`src/rtl/jtdsp16_pkg.sv`:
```
// jtdsp16_pkg: shared jtdsp16 constants and program loader state encoding.
package jtdsp16_pkg;
    localparam int JTDSP16_AW       = 12;
    localparam int JTDSP16_PROG_LEN = 512;

    localparam logic [2:0] ST_IDLE  = 3'd0;
    localparam logic [2:0] ST_LOAD  = 3'd1;
    localparam logic [2:0] ST_CHECK = 3'd2;
    localparam logic [2:0] ST_HOLD  = 3'd3;
    localparam logic [2:0] ST_RUN   = 3'd4;
    localparam logic [2:0] ST_ERROR = 3'd5;
endpackage

```
`src/rtl/jtdsp16_ldr_csum.sv`:
```
// jtdsp16_ldr_csum: 16-bit running sum of loaded words, compared against a trailing check word.
module jtdsp16_ldr_csum (
    input  logic        clk,
    input  logic        rst,
    input  logic        cen,
    input  logic        clr,
    input  logic        add,
    input  logic [15:0] din,
    output logic        ok
);
    logic [15:0] sum;

    always_ff @(posedge clk) begin
        if (rst) sum <= '0;
        else if (cen) sum <= clr ? 16'd0 : add ? sum + din : sum;
    end

    assign ok = sum == din;
endmodule

```
`src/rtl/jtdsp16_prog_loader.sv`:
```
// jtdsp16_prog_loader: streams LEN words into jtdsp16 program RAM, then releases core reset.
// Define JTDSP16_LOADER_CHECKSUM_EN to verify a trailing checksum word before release.
module jtdsp16_prog_loader
    import jtdsp16_pkg::*;
#(
    parameter int AW       = JTDSP16_AW,
    parameter int LEN      = JTDSP16_PROG_LEN,
    parameter int RST_HOLD = 4
) (
    input  logic          clk,
    input  logic          rst,
    input  logic          cen,
    input  logic          start,
    input  logic [15:0]   dl_data,
    input  logic          dl_valid,
    output logic          dl_ready,
    output logic [AW-1:0] prog_addr,
    output logic [15:0]   prog_data,
    output logic          prog_we,
    output logic          core_rst,
    output logic          busy,
    output logic          done,
    output logic          err
);
    localparam int HW = RST_HOLD > 1 ? $clog2(RST_HOLD) : 1;
    localparam logic [AW:0]   CNT_LAST  = (AW+1)'(LEN - 1);
    localparam logic [HW-1:0] HOLD_LAST = HW'(RST_HOLD - 1);

    logic [2:0]    st;
    logic [AW:0]   cnt;
    logic [HW-1:0] hcnt;
    logic          rdy_r, we_r, acc, last, go;

    // Strobes are held in registers across cen=0 cycles and only shown when cen is high
    assign dl_ready = rdy_r & cen;
    assign prog_we  = we_r & cen;
    assign acc      = dl_valid & dl_ready;
    assign last     = cnt == CNT_LAST;
    assign go       = start && (st == ST_IDLE || st == ST_RUN || st == ST_ERROR);

`ifdef JTDSP16_LOADER_CHECKSUM_EN
    localparam logic [2:0] ST_AFTER = ST_CHECK;
    logic err_r, csum_ok;

    jtdsp16_ldr_csum u_csum (
        .clk  (clk),
        .rst  (rst),
        .cen  (cen),
        .clr  (go),
        .add  (acc && st == ST_LOAD),
        .din  (dl_data),
        .ok   (csum_ok)
    );

    assign err = err_r;
`else
    localparam logic [2:0] ST_AFTER = ST_HOLD;
    assign err = 1'b0;
`endif

    always_ff @(posedge clk) begin
        if (rst) begin
            st        <= ST_IDLE;
            cnt       <= '0;
            hcnt      <= '0;
            rdy_r     <= 1'b0;
            we_r      <= 1'b0;
            prog_addr <= '0;
            prog_data <= '0;
            core_rst  <= 1'b1;
            busy      <= 1'b0;
            done      <= 1'b0;
`ifdef JTDSP16_LOADER_CHECKSUM_EN
            err_r     <= 1'b0;
`endif
        end else if (cen) begin
            we_r <= 1'b0;
            case (st)
                ST_LOAD: if (acc) begin
                    we_r      <= 1'b1;
                    prog_addr <= cnt[AW-1:0];
                    prog_data <= dl_data;
                    cnt       <= cnt + 1'b1;
                    if (last) begin
                        st    <= ST_AFTER;
                        rdy_r <= ST_AFTER == ST_CHECK;
                        hcnt  <= '0;
                    end
                end
`ifdef JTDSP16_LOADER_CHECKSUM_EN
                ST_CHECK: if (acc) begin
                    rdy_r <= 1'b0;
                    st    <= csum_ok ? ST_HOLD : ST_ERROR;
                    err_r <= !csum_ok;
                    busy  <= csum_ok;
                end
`endif
                ST_HOLD: begin
                    hcnt <= hcnt + 1'b1;
                    if (hcnt == HOLD_LAST) begin
                        st       <= ST_RUN;
                        core_rst <= 1'b0;
                        busy     <= 1'b0;
                        done     <= 1'b1;
                    end
                end
                default: if (go) begin
                    st       <= ST_LOAD;
                    cnt      <= '0;
                    rdy_r    <= 1'b1;
                    core_rst <= 1'b1;
                    busy     <= 1'b1;
                    done     <= 1'b0;
`ifdef JTDSP16_LOADER_CHECKSUM_EN
                    err_r    <= 1'b0;
`endif
                end
            endcase
        end
    end
endmodule

```
`config.mk`:
```
export PLATFORM = sky130hd
export DESIGN_NAME = jtdsp16_prog_loader
export DESIGN_NICKNAME = d
export VERILOG_FILES = /design/src/rtl/jtdsp16_pkg.sv /design/src/rtl/jtdsp16_ldr_csum.sv /design/src/rtl/jtdsp16_prog_loader.sv
export SDC_FILE = /design/constraint.sdc
export NUM_CORES = 1
export LEC_CHECK = 0
export ABC_AREA = 1
export CORE_AREA = 2 2 74 76
export DETAILED_ROUTE_END_ITERATION = 12
export DIE_AREA = 0 0 76 78
export GPL_TIMING_DRIVEN = 0
export PLACE_DENSITY = 0.74
export SKIP_CTS_REPAIR_TIMING = 1
export SLEW_MARGIN = 15
export SYNTH_ARGS = -nofsm -noshare
export SYNTH_HDL_FRONTEND = slang
export SYNTH_SLANG_ARGS = --single-unit
```
`constraint.sdc`:
```
create_clock -name clk -period 1.4 [get_ports clk]
set_input_delay 0.14 -clock clk [delete_from_list [all_inputs] [get_ports clk]]
set_output_delay 0.14 -clock clk [all_outputs]
set_load 0.02 [all_outputs]
```
==> impl_metrics.env <==
export IMPL_status="finished, final reports clean"
export IMPL_yosys_area_share_xor_xnor_pct=0.395
export IMPL_finalNonFillerCells=424
export IMPL_p_int_w=0.00203
export IMPL_vias_per_cell=4.69
export IMPL_reg2reg_from="st[1]$_SDFFE_PP0P_"
export IMPL_routed_top_layer="met4"
export IMPL_fin_crit_ps=1370
export IMPL_critPathLaunch="st[1]$_SDFFE_PP0P_"
export IMPL_synth_seq_cells=51
export IMPL_synth_enable_flop_cells=0
export IMPL_wl_met1_mm=2.25
export IMPL_fin_util_pct=62.3
export IMPL_placed_cells=412
export IMPL_max_stage_delay_ps=320
export IMPL_row_count=26
export IMPL_yosys_warnings=0
export IMPL_yosys_mux_area_fraction_pct=0
export IMPL_total_power_w=0.00282
export IMPL_wl_per_cell_um=11.9
export IMPL_clock_sinks=51
export IMPL_synth_fa_ha_area_share_pct=1.13
export IMPL_coreArea_um2=5040
export IMPL_wl_met3_um=214
export IMPL_dp_hpwl_mm=3.51
export IMPL_worstPathCellList="inv_2 > nand3_4 > nand2_2 > nand3_2 > nand2_4 > inv_6 > nand2_1 > a21oi_1"
export IMPL_yosys_cell_types_count=31
export IMPL_avgSynthCellArea_um2=7.67
export IMPL_place_port_buffers=53
export IMPL_synth_compound_area_share_pct=15.2
export IMPL_skew_ps=8.59
export IMPL_syn_inst=289
export IMPL_initial_core_util_pct=43.9
export IMPL_antenna_found_initial=0
export IMPL_gr_total_overflow=0
export IMPL_place_gp_congestion=0.785
export IMPL_syn_to_final_growth_pct=41.8
export IMPL_clkTransAtPathRegs_ps=90
export IMPL_drt_first_pass_iters=4
export IMPL_ir_drop_mv=0.614
export IMPL_crit_required_ps=1600
export IMPL_ios=55
export IMPL_p_seq_share_pct=53.7
export IMPL_async_reset_ff_share_pct=0
export IMPL_fin_crit_sh_pct=98.1
export IMPL_pre_cts_ws_ps=-232
export IMPL_power_density_nw_per_um2=897
export IMPL_die_w_um=76
export IMPL_switching_power_w=0.000783
export IMPL_slew_viol_final=0
export IMPL_hold_viol=0
export IMPL_cellLeakagePower_nw=1.77
export IMPL_grt_pass1_wl_mm=7.98
export IMPL_endpoint_kind="register"
export IMPL_grtUsageTotal_pct=16.7
export IMPL_htreeDepth=2
export IMPL_insertedDiodeCount=0
export IMPL_insertion_delay_ps=310
export IMPL_fin_ws_ps=26.8
export IMPL_die_area_um2=5930
export IMPL_worstPathArrival_ps=1570
export IMPL_detailroute_wirelength_met2_mm=2.50
export IMPL_ant_nets=0
export IMPL_startpoint_type="register"
export IMPL_reg2reg_depth=8
export IMPL_syn_area_um2=2220
export IMPL_setup_violations=0
export IMPL_die_y_um=78
export IMPL_grt_pass1_vias=1798
export IMPL_tritoncts="yes"
export IMPL_hp_class="input port to register"
export IMPL_drtIter0Drc=92
export IMPL_grt_max_degree=16
export IMPL_rsz0062_at_grt="true"
export IMPL_post_route_drc_count=0
export IMPL_fillers=440
export IMPL_synth_nets=312
export IMPL_synth_top_family_by_area="simple AND/OR/NAND/NOR gates"
export IMPL_drt_total_wl_mm=5.06
export IMPL_rrSetupSlack_ps=30
export IMPL_pwr_share_clk_pct=29.5
export IMPL_nets=376
export IMPL_clockBufferDepth=2
export IMPL_critPathMaxFanout=7
export IMPL_drv_cap=0
export IMPL_ys_seq_area_share_pct=46.1
export IMPL_critPathCapture="cnt[11]$_SDFFE_PP0P_"
export IMPL_layout_common_cells="51 x nor2_1, 46 x dfxtp_1, 42 x nand2_1"
export IMPL_dominantRegCellSynth="dfxtp_1"
export IMPL_r2r_end="cnt[11]$_SDFFE_PP0P_"
export IMPL_power_frac_comb_pct=16.8
export IMPL_cts_root_buf="clkbuf_8"
export IMPL_drive_above_1_share_pct=19.2
export IMPL_fmaxAchievable_mhz=728
export IMPL_cts_made_buffers=5
export IMPL_final_common_cell="nor2_1"
export IMPL_crit_type="register to register"
export IMPL_yosys_area_share_simple_pct=27.8
export IMPL_cpMaxStageDelayCell="dfxtp_1"
export IMPL_switching_share_pct=27.8
export IMPL_num_vias=1989
-- area by class of cell --
type,count,area [um2],share of cell area [%]
buffer,11,86.3,2.75
sequential,51,1030,32.9
multi-input combinational,195,1080,34.2
clock inverter,2,12.5,0.398
inverter,32,129,4.10
timing repair buffer,57,646,20.5
clock buffer,6,72.6,2.31
tap,70,87.6,2.79
-- state kept, by name (all words and copies together), names as in the netlist, 2 cells and up --
signal     cells
cnt           13
hcnt           2
prog_addr     12
prog_data     16
st             3
-- per-stage QoR --
stage          setup TNS (ps)  hold slack [ps]  area (um2)
2_1_floorplan               0              303        2220
3_3_place_gp            -8130              452        2830
3_5_place_dp            -8380              455        2830
4_1_cts                 -1190              446        2920
5_1_grt                  -203              292        3140
6_report                    0              233        3140
-- worst min path at each step --
stage / startpoint / to / cells after the start
5_1_grt: cen / we_r$_SDFFE_PP0P_ / 4
2_1_floorplan: cen / we_r$_SDFFE_PP0P_ / 3
4_1_cts: dl_data[12] / prog_data[12]$_SDFFE_PP0P_ / 3
3_5_place_dp: rdy_r$_SDFFE_PP0P_ / rdy_r$_SDFFE_PP0P_ / 2
6_report: cen / we_r$_SDFFE_PP0P_ / 4
3_3_place_gp: rdy_r$_SDFFE_PP0P_ / rdy_r$_SDFFE_PP0P_ / 2
-- per-layer routing --
layer  global-route usage, %  vias up
li1                        -     1048
met1                    19.6      890
met2                    29.0       44
met3                    3.37        7
met4                    8.18        0
met5                       0        -
-- kinds of logic (layout without fill, tap and decap cells) --
| logic type | count (synthesis) | in the layout |
|---|---|---|
| DFF | 51 | 51 |
| buffers and inverters | 43 | 108 |
| xor gates and xnor gates | 1 | 1 |
| AOI/OAI and AO/OA | 59 | 59 |
| and+or+nand+nor | 132 | 132 |
| other | 1 | 1 |
| adders and majority gates | 2 | 2 |
-- Yosys cell counts (2+ instances only) --
library cell	count	area, um2
nand2_4	5	56.3
dfxtp_1	51	1020
inv_1	27	101
nor2_1	52	195
inv_2	3	11.3
ha_1	2	25.0
clkbuf_2	2	10.0
a21oi_2	11	96.3
o21ai_0	30	150
buf_6	2	22.5
nand3_1	10	50.1
nor3_1	7	35.0
nand3_2	3	30.0
a21oi_1	12	60.1
nand2_1	44	165
nor2_2	5	31.3
buf_4	3	22.5
o21ai_1	6	30.0
clkbuf_1	2	7.51
-- critical path, delay by kind of cell (launching register included) --
family / cells / cell delay (ps)
and+or+nand+nor: 5 / 720
DFF: 1 / 320
buffers and inverters: 2 / 170
AOI/OAI and AO/OA: 1 / 40
-- power by group through the flow --
stage          Sequential, W  Clock, W  Combinational (W)
2_1_floorplan        0.00157         0           0.000235
3_3_place_gp         0.00154         0           0.000414
3_5_place_dp         0.00154         0           0.000419
4_1_cts              0.00151  0.000856           0.000421
5_1_grt              0.00152  0.000916           0.000518
6_report             0.00151  0.000832           0.000474
No activity file was read; power rests on OpenSTA's default activity.
